**src/rtl/adc_spi_scheduler.sv**
```systemverilog
// Round-robin scheduler that shares one 10-bit serial ADC between four requesters.
// Each frame drives CSn, SCLK and a 4-bit channel command, then captures the null bit and 10 data bits.
//
// state   | meaning
// --------+------------------------------------------------------------
// ST_IDLE | CSn high, waiting for Enable and a request; arbitration here
// ST_CMD  | 4 SCLK periods shifting out start, single-ended, Ch[1], Ch[0]
// ST_NULL | 1 SCLK period capturing the ADC null bit
// ST_DATA | 10 SCLK periods shifting in the sample MSB first
// ST_GAP  | CSn held high for CS_IDLE SCLK periods before the next grant
module adc_spi_scheduler #(
  parameter int CLK_DIV = 8,
  parameter int CS_IDLE = 2
) (
  input  logic       CLK,
  input  logic       RST,
  input  logic       Enable,
  input  logic [3:0] Req,
  output logic [3:0] Grant,
  output logic       Busy,
  output logic [9:0] DataOut,
  output logic [1:0] DataCh,
  output logic       DataValid,
  output logic       ErrNull,
  output logic       SCLK,
  output logic       CSn,
  output logic       MOSI,
  input  logic       MISO
);

  localparam int GAP_CYC = 2 * CS_IDLE * CLK_DIV;
  localparam int HW      = $clog2(CLK_DIV);
  localparam int GW      = $clog2(GAP_CYC);

  typedef enum logic [2:0] {ST_IDLE, ST_CMD, ST_NULL, ST_DATA, ST_GAP} state_t;

  state_t          state;
  logic [HW-1:0]   hcnt;
  logic [3:0]      bcnt;
  logic [GW-1:0]   gcnt;
  logic [1:0]      ptr;
  logic [1:0]      ch;
  logic            null_flag;
  logic [9:0]      shreg;
  logic [3:0]      cmd;
  logic [1:0]      win;
  logic [1:0]      idx;
  logic            win_ok;

  assign cmd = {2'b11, ch};

  // first set request bit, searching circularly from ptr
  always_comb begin
    win    = '0;
    win_ok = 1'b0;
    idx    = '0;
    for (int i = 0; i < 4; i++) begin
      idx = ptr + 2'(i);
      if (!win_ok && Req[idx]) begin
        win    = idx;
        win_ok = 1'b1;
      end
    end
  end

  always_ff @(posedge CLK or posedge RST) begin
    if (RST) begin
      state     <= ST_IDLE;
      hcnt      <= '0;
      bcnt      <= '0;
      gcnt      <= '0;
      ptr       <= '0;
      ch        <= '0;
      null_flag <= 1'b0;
      shreg     <= '0;
      Grant     <= '0;
      Busy      <= 1'b0;
      DataOut   <= '0;
      DataCh    <= '0;
      DataValid <= 1'b0;
      ErrNull   <= 1'b0;
      SCLK      <= 1'b0;
      CSn       <= 1'b1;
      MOSI      <= 1'b0;
    end else begin
      Grant     <= '0;
      DataValid <= 1'b0;
      case (state)
        ST_IDLE: begin
          if (Enable && win_ok) begin
            state <= ST_CMD;
            Grant <= 4'b0001 << win;
            ch    <= win;
            ptr   <= win + 2'd1;
            Busy  <= 1'b1;
            CSn   <= 1'b0;
            MOSI  <= 1'b1;
            hcnt  <= HW'(CLK_DIV - 1);
            bcnt  <= 4'd3;
          end
        end
        ST_CMD, ST_NULL, ST_DATA: begin
          if (hcnt != '0) begin
            hcnt <= hcnt - HW'(1);
          end else begin
            hcnt <= HW'(CLK_DIV - 1);
            if (!SCLK) begin
              // rising SCLK: the ADC output is stable mid-period
              SCLK <= 1'b1;
              if (state == ST_NULL) null_flag <= MISO;
              if (state == ST_DATA) shreg <= {shreg[8:0], MISO};
            end else begin
              SCLK <= 1'b0;
              if (bcnt != 4'd0) begin
                bcnt <= bcnt - 4'd1;
                MOSI <= (state == ST_CMD) ? cmd[2'(bcnt - 4'd1)] : 1'b0;
              end else begin
                case (state)
                  ST_CMD: begin
                    state <= ST_NULL;
                    MOSI  <= 1'b0;
                  end
                  ST_NULL: begin
                    state <= ST_DATA;
                    bcnt  <= 4'd9;
                  end
                  default: begin
                    state     <= ST_GAP;
                    CSn       <= 1'b1;
                    DataOut   <= shreg;
                    DataCh    <= ch;
                    ErrNull   <= null_flag;
                    DataValid <= 1'b1;
                    gcnt      <= GW'(GAP_CYC - 1);
                  end
                endcase
              end
            end
          end
        end
        ST_GAP: begin
          if (gcnt == '0) begin
            state <= ST_IDLE;
            Busy  <= 1'b0;
          end else begin
            gcnt <= gcnt - GW'(1);
          end
        end
        default: state <= ST_IDLE;
      endcase
    end
  end

endmodule
```
**config.mk**
```make
export PLATFORM = sky130hd
export DESIGN_NAME = adc_spi_scheduler
export DESIGN_NICKNAME = d
export VERILOG_FILES = /design/src/rtl/adc_spi_scheduler.sv
export SDC_FILE = /design/constraint.sdc
export NUM_CORES = 1
export LEC_CHECK = 0
export ABC_AREA = 0
export BUFFER_PORTS_ARGS = -buffer_cell sky130_fd_sc_hd__buf_2
export CELL_PAD_IN_SITES_DETAIL_PLACEMENT = 1
export CELL_PAD_IN_SITES_GLOBAL_PLACEMENT = 1
export CORE_ASPECT_RATIO = 0.6
export CORE_MARGIN = 3
export CORE_UTILIZATION = 45
export DETAILED_ROUTE_END_ITERATION = 10
export PLACE_DENSITY = 0.88
export SYNTH_ARGS = -nofsm -noshare
export SYNTH_HDL_FRONTEND = slang
export SYNTH_SLANG_ARGS = --single-unit
```
**constraint.sdc**
```tcl
create_clock -name CLK -period 2.25 [get_ports CLK]
set_input_delay 0.3375 -clock CLK [delete_from_list [all_inputs] [get_ports CLK]]
set_output_delay 0.3375 -clock CLK [all_outputs]
set_load 0.02 [all_outputs]
```
==> flow_summary.ini <==
[status]
outcome = completed

[clock_network]
tritoncts = yes
clkSlewWorstSetupHoldPaths_ps = 100
cts_buffers = 5
cts-htree-levels = 2
cts.path.max_buffers = 2
clkSinkCount = 52
root_buffer = clkbuf_8
clk_latency_ps = 310

[logic_synthesis]
netlist-cell-type-count = 46
synth_sequential_area_ratio = 0.517
ys_async_sr_fraction = 1.00
netlist_instances = 205
synth_enable_flop_cells = 0
post_synth.cell_area_avg_um2 = 12.3
dominantRegCellSynth = dfrtp_1
synth.ff_latch_count = 52
syn-num-nets = 222
ys_warn_count = 0
post_synth_instance_area_mm2 = 0.00252

[sta]
fmaxAchievable_ghz = 0.461
maxSlewHeadroom = 0.555
tightestPinTransition_ps = 668
skew_ps = 8.96
report.final.setup_viol = 0
worst_slack_ps = 79.4
timing_hold_violations_final = 0
final.setup.tns_ps = 0
finalCritPeriodShare = 0.965
fin_crit_ps = 2170
final_max_slew_viol_count = 0

[global_route]
groute.usage.overall = 0.193
first_global_vias = 1867
grt_first_pass_wirelength_um = 9770
grt_start_max_net_pins = 53
antenna_found_initial = 0
grt_remaining_overflow = 0

[detailed_routing]
post_drt_via_cell_ratio = 5.42
post-route-drc-count = 0
postRouteWirelength_um = 5810
first_drt_iteration_drcs = 76
post_drt_wl_per_cell_um = 18.7
number_of_iterations_in_the_first_detailed_routing_pass = 6
drtAntennaViolNets = 0
vias = 1687

[critical_path]
maximum_fanout_encountered_on_the_critical_timing_path = 18
worst_ep_arrival_time_ps = 2370
critPathRequiredTime_ps = 2450
timing_worst_setup_path_type = register to register
reg2regPathDepth = 7
worst-r2r-setup-slack_ps = 80
setup.worst_path.end_class = register
setup.worst_path.end = DataCh[0]$_DFFE_PP0P_
cp-start-kind = register
critPathLaunch = bcnt[0]$_DFFE_PP0P_
worstReg2RegEnd = DataCh[0]$_DFFE_PP0P_
worstReg2RegStart = bcnt[0]$_DFFE_PP0P_

[cells_and_area]
final_std_cell_area_no_fill_mm2 = 0.00287
synthToLayoutAreaGrowth_pct = 13.9
most_frequent_cells_in_the_layout = dfrtp_1 (51), buf_2 (29), mux2_4 (15)
layout_commonest_cell = dfrtp_1
finish.utilization = 0.548
seq_area_mm2 = 0.00130
fin_nets = 261
fillCellCount = 541
antenna-diode-count = 0
drive_gt1_frac = 0.343
total_area_of_multi_input_combinational_cells_mm2 = 0.00110

[floorplanning]
num_rows = 20
die_height_um = 64.0
floorplan.initialDensity = 0.482
die_outline_area_mm2 = 0.00656
io_pins = 30
fp.coreArea_mm2 = 0.00523
fp.dieW_um = 103

[place]
post_dp_cell_area_mm2 = 0.00274
numPortBuffers = 29
pre_cts_ws_ps = -23.6
gp_congestion = 0.771
hpwl_um = 4070

[pwr]
power.static_leakage_nw = 1.50
design_power_total_w = 0.00223
pwr_density_cell_mw_per_mm2 = 777
ir_worst_vdd_uv = 443

[flow_run]
max_cap_violations = 0

[worst_hold_path]
worstHoldPathType = primary input to async pin
sequential cells by signal, indices dropped and copies added, names as in the netlist, 2 cells and up:
name	cells
ch	2
hcnt	3
DataOut	10
DataCh	2
bcnt	4
Grant	4
shreg	10
state	3
ptr	2
gcnt	5
final cells by class:
cell class | count | share of cell area
Sequential cell | 52 | 0.454
Multi-Input combinational cell | 131 | 0.384
Timing Repair Buffer | 38 | 0.0742
Clock buffer | 7 | 0.0301
Tap cell | 66 | 0.0288
Inverter | 16 | 0.0262
Clock inverter | 1 | 0.00262
report_power, final:
part	internal, W	switching [W]	leakage [nW]
clock	0.000251	0.000318	0.0445
combinational	0.000237	0.000284	0.775
sequential	0.00103	0.000103	0.682
total	0.00152	0.000706	1.50
logic make-up (layout without fill, tap and decap cells):
family	Yosys count	count (layout)	synth area share
compound gates	30	30	0.0845
fa+ha+maj	9	9	0.0447
buf+inv	22	62	0.0477
mux	30	30	0.155
flops	52	52	0.517
xor+xnor	4	4	0.0139
simple gates	58	58	0.137
layer usage:
metal | global-route usage | up-vias | routed length [um]
met1 | 0.265 | 845 | 2710
met3 | 0.0469 | 11 | 220
met2 | 0.296 | 37 | 2770
met4 | 0.0687 | 0 | 104
li1 | - | 794 | -
met5 | 0 | - | 0
cells in the mapped netlist (all sizes together) (2+ instances only):
cell type   n  area, um^2
o22ai       4        25.0
dfrtp      51        1280
inv        15        58.8
a21oi      11        55.1
or3         2        12.5
and2        5        31.3
nand2b      4        25.0
a211oi      2        15.0
nor3b       3        22.5
buf         5        52.6
mux2       27         360
nor4        2        27.5
xor2        3        26.3
mux2i       3        30.0
nor2       14        52.6
o21ai       2        10.0
nand3       2        10.0
nor3       14        81.3
ha          9         113
o22a        2        17.5
nand2       4        17.5
nor2b       3        18.8
a31oi       2        12.5
per-stage QoR:
stage / hold slack [ps] / std cells
finish: 201 / 311
global route: 271 / 311
CTS: 245 / 308
detailed placement: 471 / 300
global placement: 467 / 300
floorplan: 442 / 205
how the worst min path moves through the flow:
stage                                   endpoint                 from  slack [ps]  cells past startpoint
final                     DataOut[8]$_DFFE_PP0P_                  RST         200                      3
after global routing      DataOut[8]$_DFFE_PP0P_                  RST         270                      3
after CTS                   shreg[9]$_DFFE_PP0P_                  RST         250                      3
after detailed placement     gcnt[4]$_DFFE_PP0P_  gcnt[4]$_DFFE_PP0P_         470                      1
after global placement       hcnt[0]$_DFFE_PP0P_  hcnt[0]$_DFFE_PP0P_         470                      1
after floorplan              gcnt[4]$_DFFE_PP0P_  gcnt[4]$_DFFE_PP0P_         440                      1
critical path: stages (launching register included):
cell,delay (ps)
dfrtp_1,430
inv_2,100
ha_1,190
or3b_4,440
nor3_4,280
nand2_4,120
clkinv_8,130
mux2_2,360
repair_timing:
item,in CTS,in global routing
setup endpoints to repair,8,13
cloned,0,0
hold endpoints to repair,0,0
hold buffers,0,0
resized for setup,1,4
pin swaps,0,1
buffers inserted,0,3
(Power assumes the default switching activity.)
